<file path="src/rtl/add_4bit_if.sv">
// add_4bit_if: adder operand/result bundle; master drives A/B/Cin, slave returns S/Cout/OV/Z
interface add_4bit_if;
  logic [3:0] A;
  logic [3:0] B;
  logic       Cin;
  logic [3:0] S;
  logic       Cout;
  logic       OV;
  logic       Z;
  modport master (output A, B, Cin, input S, Cout, OV, Z);
  modport slave (input A, B, Cin, output S, Cout, OV, Z);
endinterface

</file>
<file path="src/rtl/add_4bit.sv">
// add_4bit: ripple-carry A+B+Cin with registered S/Cout/OV/Z (clk, async active-high rst, bus slave)
module add_4bit (
  input  logic        clk,
  input  logic        rst,
  add_4bit_if.slave   bus
);
  logic [4:0] c;
  logic [3:0] s;
  assign c[0] = bus.Cin;
  for (genvar i = 0; i < 4; i++) begin : g_fa
    full_adder u_fa (.a(bus.A[i]), .b(bus.B[i]), .ci(c[i]), .s(s[i]), .co(c[i+1]));
  end
  always_ff @(posedge clk or posedge rst)
    if (rst) begin
      bus.S    <= 4'h0;
      bus.Cout <= 1'b0;
      bus.OV   <= 1'b0;
      bus.Z    <= 1'b1;
    end else begin
      bus.S    <= s;
      bus.Cout <= c[4];
      bus.OV   <= c[3] ^ c[4];
      bus.Z    <= s == 4'h0;
    end
endmodule

module full_adder (
  input  logic a,
  input  logic b,
  input  logic ci,
  output logic s,
  output logic co
);
  assign s  = a ^ b ^ ci;
  assign co = (a & b) | (a & ci) | (b & ci);
endmodule

</file>
<file path="src/flat_wrapper.sv">
// flat-port wrapper written by rule: the top's interface ports become plain ports
module add_4bit_flat 
  (clk, rst, bus_A, bus_B, bus_Cin, bus_S, bus_Cout, bus_OV, bus_Z);
  add_4bit_if bus_i ();
  input  logic clk;
  input  logic rst;
  input wire logic [$bits(bus_i.A)-1:0] bus_A;
  input wire logic [$bits(bus_i.B)-1:0] bus_B;
  input wire logic [$bits(bus_i.Cin)-1:0] bus_Cin;
  output wire logic [$bits(bus_i.S)-1:0] bus_S;
  output wire logic [$bits(bus_i.Cout)-1:0] bus_Cout;
  output wire logic [$bits(bus_i.OV)-1:0] bus_OV;
  output wire logic [$bits(bus_i.Z)-1:0] bus_Z;
  assign bus_i.A = bus_A;
  assign bus_i.B = bus_B;
  assign bus_i.Cin = bus_Cin;
  assign bus_S = bus_i.S;
  assign bus_Cout = bus_i.Cout;
  assign bus_OV = bus_i.OV;
  assign bus_Z = bus_i.Z;
  add_4bit u_core (.clk(clk), .rst(rst), .bus(bus_i));
endmodule
</file>
<file path="config.mk">
export PLATFORM = sky130hd
export DESIGN_NAME = add_4bit_flat
export DESIGN_NICKNAME = d
export VERILOG_FILES = /design/src/rtl/add_4bit_if.sv /design/src/rtl/add_4bit.sv /design/src/flat_wrapper.sv
export SDC_FILE = /design/constraint.sdc
export NUM_CORES = 1
export LEC_CHECK = 0
export CORE_AREA = 5 5 42 44
export DETAILED_ROUTE_END_ITERATION = 12
export DIE_AREA = 0 0 47 49
export SLEW_MARGIN = 20
export SYNTH_ARGS = -nofsm -noshare
export SYNTH_HDL_FRONTEND = slang
export SYNTH_SLANG_ARGS = --single-unit
export TNS_END_PERCENT = 100
</file>
<file path="constraint.sdc">
create_clock -name clk -period 0.9 [get_ports clk]
set_input_delay 0.18 -clock clk [delete_from_list [all_inputs] [get_ports clk]]
set_output_delay 0.18 -clock clk [all_outputs]
set_load 0.1 [all_outputs]
</file>
# Word-level counts from Yosys, hierarchy flattened
# Index checks and enable logic that the tools add are counted.
[totals] elab_cells=34 in_bits=11 output_inout_bits=7 regBits=7
[classes] reduce_logical=1 bitwise=29
[op_table] operator="AND 1 bit" count=12
[op_table] operator="bitwise XOR 1 bit" count=9
[op_table] operator="bitwise OR 1 bit" count=8
[op_table] operator="logical NOT 4 bit" count=1

# Depth between registers and ports, before layout
# Gate-level depths: netlist of the first run.
[logic_depth] word_depth=13 ltp_mapped=6 depth_no_buf=6

# By module
# A second synthesis of the first run with hierarchy kept.
[hier_totals] cells_unflattened=14 area_unflattened_um2=281.5
[by_module_without_submodules] module="add_4bit" n_inst=1 area_per_inst_um2=201.4 cells_each=10
[by_module_without_submodules] module="full_adder" n_inst=4 area_per_inst_um2=20.0 cells_each=1

# Least setup slack after synthesis of the first run
# No wires, ideal clock.
[synth_path] path_type="input to register" startpoint="in bus_Cin" endpoint="reg u_core.bus.Z" required_ns=0.821 t_arrival_ns=2.022 setup_time_ns=0.079 stages=6 path_slack_ns=-1.200 n_path_buf=0 cell_sequence="fa_1 fa_1 fa_1 inv_1 fa_1 nor4b_2"
[synth_between] elab_chain_cells=11
[synth_rtl] item="from (decl)" line_no="flat_wrapper.sv:9" source="input wire logic [$bits(bus_i.Cin)-1:0] bus_Cin;"
[synth_rtl] item="AND 1 bit" line_no="add_4bit.sv:35" source="assign co = (a & b) | (a & ci) | (b & ci);"
[synth_rtl] item="bitwise OR 1 bit (2 in a row)" line_no="add_4bit.sv:35"
[synth_rtl] item="AND 1 bit" line_no="add_4bit.sv:35"
[synth_rtl] item="bitwise OR 1 bit (2 in a row)" line_no="add_4bit.sv:35"
[synth_rtl] item="AND 1 bit" line_no="add_4bit.sv:35"
[synth_rtl] item="bitwise OR 1 bit (2 in a row)" line_no="add_4bit.sv:35"
[synth_rtl] item="bitwise XOR 1 bit" line_no="add_4bit.sv:34" source="assign s = a ^ b ^ ci;"
[synth_rtl] item="logical NOT 4 bit (*)" line_no="add_4bit.sv:23" source="bus.Z <= s == 4'h0;"
[synth_rtl] item="to (signal assigned)" line_no="add_4bit.sv:18" source="bus.Z <= 1'b1;"
[synth_rtl] item="to (signal assigned)" line_no="add_4bit.sv:23"
[synth_rtl] item="to (decl)" line_no="add_4bit_if.sv:11" source="modport slave (input A, B, Cin, output S, Cout, OV, Z);"
# Every way passes the cells marked *; elsewhere a longest branch is shown, timed or not.

# Worst setup path in the final report of the first run
[layout_path] startpoint="in bus_A[0]" endpoint="reg u_core.bus.Z"
[layout_between] elab_chain_cells=11
[layout_rtl] item="from (decl)" line_no="flat_wrapper.sv:7" source="input wire logic [$bits(bus_i.A)-1:0] bus_A;"
[layout_rtl] item="AND 1 bit" line_no="add_4bit.sv:35"
[layout_rtl] item="bitwise OR 1 bit (2 in a row)" line_no="add_4bit.sv:35"
[layout_rtl] item="AND 1 bit" line_no="add_4bit.sv:35"
[layout_rtl] item="bitwise OR 1 bit (2 in a row)" line_no="add_4bit.sv:35"
[layout_rtl] item="AND 1 bit" line_no="add_4bit.sv:35"
[layout_rtl] item="bitwise OR 1 bit (2 in a row)" line_no="add_4bit.sv:35"
[layout_rtl] item="bitwise XOR 1 bit" line_no="add_4bit.sv:34"
[layout_rtl] item="logical NOT 4 bit (*)" line_no="add_4bit.sv:23"
# Marks and branches as above.

==> metrics.log, run 1 <==
[metrics] headroom to the max-slew limit: a little over four fifths
[metrics] number of vias per cell after detailed routing: roughly 3.7
[metrics] number of buffers added on ports: 17
[metrics] Tcrit/Tclk final: 209%
[metrics] actual slew at the worst max-slew pin: ~0.23 ns
[metrics] number of max-cap violations: 0
[metrics] data arrival time of the critical path: about 2 ns
[metrics] fraction of met3 tracks used by global routing: roughly 3.7%
[metrics] global routing met1 resource utilization: roughly 3.7%
[metrics] Leakage: between 0.2 and 0.3 nW
[metrics] post-place instance area: slightly below 600 sq um
[metrics] sequential share of the synthesized area: 58.3%
[metrics] row cnt: 14
[metrics] total of hold buffers inserted after clock tree synthesis: 0
[metrics] overall power of the completed layout: about 1.4 mW
[metrics] First DRT Iteration DRCs: 0
[metrics] biggest fanout along the worst timing path: 2
[metrics] Clock transition at path regs: ~0.050 ns
[metrics] core area: about 1400 sq um
[metrics] Final TNS setup: -4.76 ns
[metrics] maximum achievable frequency: 531 MHz
[metrics] number of global-route vias before repair: between 200 and 250
[metrics] io pins: 18
[metrics] Distinct cells, synth: 6
[metrics] failing checks: negative setup slack
[metrics] number of buffers between clock root and the deepest sink: 2
[metrics] width of the die: about 47 um
[metrics] clock net sink count: 7
[metrics] WP data required: between 1 and 1.5 ns
[metrics] final worst path period need: between 1.5 and 2 ns
[metrics] Hold Path Class: input port to async pin
[metrics] die area: 2300 sq um
[metrics] pwr dens: between 2000 and 2500 nW/um^2
[metrics] Filler Cell Count: around 140
[metrics] commonest cells in the synthesized netlist: 6 x dfrtp_1, 6 x inv_1, 4 x fa_1
[metrics] clock tree root driver cell: clkbuf_4
[metrics] global placement routability congestion: about 0.7
[metrics] overflow left after global routing: 0
[metrics] Diodes inserted: 0
[metrics] main flop type after synthesis: dfrtp_1
[metrics] maximum vdd drop: 0.000689 V
[metrics] All-Layer GR Usage: 6.01%
[metrics] CP Launch Type: input port
[metrics] count of warnings emitted by yosys: 0
[metrics] average cell area after synthesis: between 15 and 20 sq um
[metrics] TritonCTS Buffers: 3
[metrics] synthesized instance count: 19
[metrics] fraction of synthesized cell area taken by the top area cell type: between 40% and 50%
[metrics] setup-violating endpoint count in the final report: 13
[metrics] number of flops mapped to enable cells by yosys: 0
[metrics] Mapped Area: 303 sq um
[metrics] number of max-slew violations in the final report: 0
[metrics] total nets after synthesis: 34
[metrics] CP Capture Type: register
[metrics] busiest metal layer after global routing: met2
[metrics] TritonCTS clock tree: done
[metrics] final-layout worst hold slack: around 0.16 ns
[metrics] floorplan die height: 49 um
[metrics] antenna violations before repair: 0
[metrics] first-pass GRT wire length: approximately 820 um
[metrics] largest net degree at the start of global routing: 8
[metrics] per-cell routed wire length: between 9 and 10 um
[metrics] count of antenna-violating nets left after detailed routing: 0
[metrics] Synth-to-Final Area Change: 103%
[metrics] total iterations of the first detailed-routing run: 1
[metrics] type of the worst setup path: input port to register
[metrics] total vias in the final route: approximately 210
[metrics] initial cell density of the core: 21.6%
[metrics] layout net count: a little under 60
[metrics] final number of hold-violating endpoints: 0
[metrics] Non-Filler Cell Area, Final: 616 sq um
[metrics] flip-flop and latch count after synthesis: 7
[metrics] outcome: finished with violations
[metrics] layout cells sized above 1: 69.0%
[metrics] setup repair after global routing missed its margin: true
[metrics] met2 track utilization from global routing: 9.05%
[metrics] Synth async-reset ratio: 100%
[metrics] setup slack at placement: -1.64 ns
[metrics] Worst Slack Setup Final: -0.982 ns
[metrics] drc violations: 0
[metrics] sum of routed wire length over all layers: approximately 570 um
[metrics] Synth area leader: dfrtp_1
[metrics] H-tree Lvls: 1
[metrics] cell types with the largest area share after synthesis: dfrtp_1 50%, fa_1 26%, dfstp_2 8.7%
[metrics] launch point of the worst path: bus_A[0]
[timing repair]
item | in CTS | in global routing
endpoints found under the setup margin | 14 | 13
resized for setup | 14 | 2
setup buffers | 0 | 1
pin swaps | 4 | 2
[kinds of logic (layout without fill, tap and decap cells)]
group         Yosys count  after routing  synth area share (%)
simple gates            1              1                  4.96
buf+inv                 6             29                  7.44
fa+ha+maj               4              4                  26.4
xor+xnor                1              1                  2.89
flops                   7              7                  58.3
[layout by cell type (no fill, tap or decap)]
master,count
clkdlybuf4s50_1,6
xnor2_1,1
inv_2,2
buf_4,2
dfstp_4,1
inv_1,4
dlygate4sd2_1,1
dfrtp_2,6
clkbuf_1,1
buf_2,2
buf_12,7
nor4b_2,1
clkbuf_4,3
fa_2,4
buf_6,1
[power by group]
part           total [mW]  internal [mW]  leakage [nW]  switching (mW)
logic               0.742          0.284         0.177           0.458
registers           0.419          0.380        0.0752          0.0394
clock network       0.269          0.168        0.0150           0.101
[layer usage]
metal  vias to the layer above  wire length, um
met5                         -                0
met4                         0               35
met3                         4              124
met2                        20              248
met1                        92              163
li1                         98                -
[stage by stage]
stage / util [%] / instances
final: 43.9 / 58
after global routing: 43.9 / 58
after detailed placement: 42.1 / 53
after CTS: 43.2 / 57
after floorplan: - / 19
after global placement: 42.1 / 53
[sequential cells by signal, summed over array words and instances, names as in the netlist]
name and flops:
u_core.bus.Z 1, u_core.bus.S 4, u_core.bus.OV 1, u_core.bus.Cout 1
[worst max-delay path, cell delays in order]
cell,delay (ns)
buf_6,0.09
fa_2,0.38
fa_2,0.35
fa_2,0.38
inv_2,0.07
fa_2,0.43
nor4b_2,0.17
[path summary, 6_finish.rpt]
check	to	slack, ns	depth (start not counted)
min	u_core.bus.S[0]	0.16	2
min in group clk	u_core.bus.S[0]	0.27	2
max in group asynchronous	u_core.bus.Z	0.49	2
max	u_core.bus.Z	-0.98	7
[cell type report]
class | count | area (sq um) | share of cell area (%)
clock buffers | 4 | 26.3 | 4.27
inverters | 6 | 22.5 | 3.66
multi-input cells | 6 | 114 | 18.5
flip-flops and latches | 7 | 188 | 30.5
well taps | 16 | 20.0 | 3.25
repair buffers | 19 | 245 | 39.8
Note: power is estimated with default switching activity, not from simulation.
==> run 2, diff against run 1 <==
--- a/config.mk
+++ b/config.mk
@@ -5,11 +5,13 @@
 export SDC_FILE = /design/constraint.sdc
 export NUM_CORES = 1
 export LEC_CHECK = 0
-export CORE_AREA = 5 5 42 44
+export CORE_AREA = 2 2 39 41
+export CTS_CLUSTER_DIAMETER = 100
 export DETAILED_ROUTE_END_ITERATION = 12
-export DIE_AREA = 0 0 47 49
+export DIE_AREA = 0 0 41 43
 export SLEW_MARGIN = 20
 export SYNTH_ARGS = -nofsm -noshare
 export SYNTH_HDL_FRONTEND = slang
+export SYNTH_HIERARCHICAL = 1
 export SYNTH_SLANG_ARGS = --single-unit
 export TNS_END_PERCENT = 100
==> run 2 against run 1 <==
The flow still finishes with violations (negative setup slack). Design area shrank 4.7%. Clock power is essentially flat. Count of clock-buffer cells in the layout is the same. Power shrank 1.5%. Worst hold slack lost 0.0057 ns. Combinational power shrank 2%. Synthesized cell count shrank 26%. Fmax grew 1.4%. Die area shrank 23%. Via count shrank 8.9%.
==> metrics.log, run 2 <==
[metrics] Distinct cells, synth: 6 (unchanged)
[metrics] commonest cells after routing, fill and taps aside: 7 x buf_12, 6 x clkdlybuf4s50_1, 6 x dfrtp_2, 4 x fa_2, 3 x clkbuf_4
[metrics] main flop type after synthesis: dfrtp_1
[metrics] number of max-cap violations: 0 (unchanged)
[metrics] final number of hold-violating endpoints: 0 (unchanged)
[metrics] antenna violations before repair: 0 (unchanged)
[metrics] Reg with most FFs: u_core/bus.S
[metrics] outcome: finished with violations
[metrics] number of flops mapped to enable cells by yosys: 0 (unchanged)
[metrics] TritonCTS clock tree: done
[metrics] Final TNS setup: -4.98 ns (-0.220 ns)
[metrics] Worst Slack Setup Final: -0.955 ns (+0.0268 ns)
[metrics] setup slack at placement: -1.62 ns (+0.0222 ns)
[metrics] number of buffers between clock root and the deepest sink: 2 (unchanged)
[metrics] Tcrit/Tclk final: 206% (-3.0 points)
[metrics] initial cell density of the core: 20.3% (-1.3 points)
[metrics] First DRT Iteration DRCs: 1 (+1)
[metrics] overflow left after global routing: 0 (unchanged)
[metrics] setup repair after global routing missed its margin: true
[metrics] CP Launch Type: input port
[metrics] per-cell routed wire length: 9.67 um (-1.7%)
[metrics] Synth async-reset ratio: 100% (unchanged)
[metrics] max FFs per register: 4 (unchanged)
[metrics] headroom to the max-slew limit: 84.5% (+0.14 points)
[metrics] pwr dens: 2400 nW/um^2 (+3.3%)
[metrics] Diodes inserted: 0 (unchanged)
[metrics] core area: 1380 sq um (-1.2%)
[metrics] total vias in the final route: 195 (-8.9%)
[metrics] drc violations: 0 (unchanged)
[metrics] TritonCTS Buffers: 3 (unchanged)
[metrics] fraction of synthesized cell area taken by the top area cell type: 53.3% (+3.7 points)
[metrics] biggest fanout along the worst timing path: 2 (unchanged)
[metrics] count of warnings emitted by yosys: 6 (+6)
[metrics] row cnt: 14 (unchanged)
[metrics] sum of routed wire length over all layers: 503 um (-12%)
[metrics] data arrival time of the critical path: 2.01 ns (-0.05 ns)
[metrics] placed instance count: 48 (-9.4%)
[metrics] commonest cells in the synthesized netlist: 6 x dfrtp_1, 4 x fa_1
[metrics] final worst path period need: 1.86 ns (-0.0269 ns)
[metrics] failing checks: negative setup slack
[metrics] maximum achievable frequency: 539 MHz (+1.4%)
[metrics] first-pass GRT wire length: 862 um (+5.0%)
[metrics] final std cells w/o fill: 52 (-10%)
[metrics] number of vias per cell after detailed routing: 3.75 (+1.6%)
[metrics] Leakage: 0.239 nW (-10%)
[metrics] All-Layer GR Usage: 8.15% (+2.1 points)
[metrics] floorplan die height: 43 um (-12%)
[metrics] type of the worst setup path: input port to register
[metrics] largest net degree at the start of global routing: 8 (unchanged)
[metrics] Clock transition at path regs: 0.05 ns (about the same)
[metrics] clock net sink count: 7 (unchanged)
[metrics] Synth area leader: dfrtp_1
[metrics] total iterations of the first detailed-routing run: 2 (+1)
[metrics] maximum vdd drop: 0.000647 V (-6.2%)
[metrics] io pins: 18 (unchanged)
[metrics] WP data required: 1.06 ns (-0.02 ns)
[metrics] # Post-CTS Setup Buffers: 0 (unchanged)
[metrics] width of the die: 41 um (-13%)
[metrics] number of max-slew violations in the final report: 0 (unchanged)
[metrics] layout cells sized above 1: 72.2% (+3.2 points)
[metrics] synthesized instance count: 14 (-5)
[metrics] die area: 1760 sq um (-23%)
[metrics] most common cell after layout, fill and taps aside: buf_12
[metrics] layout net count: 52 (-10%)
[metrics] Mapped Area: 282 sq um (-7.0%)
[metrics] count of antenna-violating nets left after detailed routing: 0 (unchanged)
[metrics] Hold Path Class: input port to async pin
[metrics] total nets after synthesis: 29 (-15%)
[metrics] Final HPWL DP: between 400 and 500 um
[metrics] Synth-to-Final Area Change: 108%
[metrics] global placement routability congestion: 0.612 (-14%)
[metrics] most common cell in the synthesized netlist: dfrtp_1
[metrics] clock tree root driver cell: clkbuf_4
[metrics] setup-violating endpoint count in the final report: 13 (unchanged)
[metrics] overall power of the completed layout: 1.41 mW (-1.5%)
[metrics] number of global-route vias before repair: 241 (+7.6%)
[metrics] Core Util, Final: 42.4% (-1.5 points)
[metrics] flip-flop and latch count after synthesis: 7 (unchanged)
[metrics] number of buffers added on ports: 17 (unchanged)
[metrics] CP Capture Type: register
[metrics] actual slew at the worst max-slew pin: 0.232 ns (-0.00208 ns)
[metrics] sequential share of the synthesized area: 62.7% (+4.4 points)
[metrics] average cell area after synthesis: 20.1 sq um (+26%)
[metrics] cell types with the largest area share after synthesis: dfrtp_1 53%, fa_1 28%, dfstp_2 9.3%
[metrics] H-tree Lvls: 1 (unchanged)
-- run 2: cell count changes after synthesis, sizes merged --
cell / before / now
inv: 6 / 1
nor4: 0 / 1
nor4b: 1 / 0
xnor2: 1 / 0
xor2: 0 / 1
-- run 2: final cells by class --
class	instances	area [sq um]
Tap cell	16	20.0
Timing Repair Buffer	18	241
Inverter	1	3.75
Multi-Input combinational cell	6	111
Sequential cell	7	184
Fill cell	137	797
Clock buffer	4	26.3
-- run 2: path summary, 6_finish.rpt --
check	from	endpoint	slack, ns
setup / recovery	bus_Cin	u_core/bus.Z	-0.96
hold / removal	rst	u_core/bus.OV	0.16
max in group asynchronous	rst	u_core/bus.Z	0.49
min in group clk	bus_Cin	u_core/bus.S[0]	0.27
-- run 2: report_power, final --
part / switching (mW) / internal (mW) / leakage [nW]
Sequential: 0.0395 / 0.377 / 0.0743
Combinational: 0.451 / 0.275 / 0.150
Clock: 0.0982 / 0.168 / 0.0150
Total: 0.589 / 0.820 / 0.239
-- run 2: cell families (layout without fill, tap and decap cells) --
logic type    after synthesis  in the layout  share of synthesized area [%]
flops                       7              7                           62.7
fa+ha+maj                   4              4                           28.4
xor+xnor                    1              1                           3.11
simple gates                1              1                           4.44
buf+inv                     1             23                           1.33
-- run 2: stage by stage --
| stage | instance area (sq um) | hold WS (ns) |
|---|---|---|
| floorplan | 299 | -0.0172 |
| global placement | 567 | 0.414 |
| detailed placement | 567 | 0.413 |
| CTS | 583 | 0.157 |
| global route | 587 | 0.180 |
| finish | 587 | 0.156 |
-- run 2: layer usage --
| metal | vias to the layer above | share of wire, % | track usage [%] |
|---|---|---|---|
| met5 | - | 0 | 0 |
| met4 | 0 | 2.8 | 12.0 |
| met3 | 2 | 16 | 2.09 |
| met2 | 19 | 57 | 12.5 |
| met1 | 88 | 24 | 6.06 |
| li1 | 86 | - | - |
-- run 2: worst max-delay path, stage by stage --
cell and delay (ns):
buf_8 0.10, fa_2 0.38, fa_2 0.35, fa_2 0.39, fa_2 0.47, nor4_2 0.14
-- run 2: timing repair --
item	CTS	global route
pin swaps	6	4
gates resized for setup	14	1
hold buffers	0	0
setup endpoints to repair	14	13
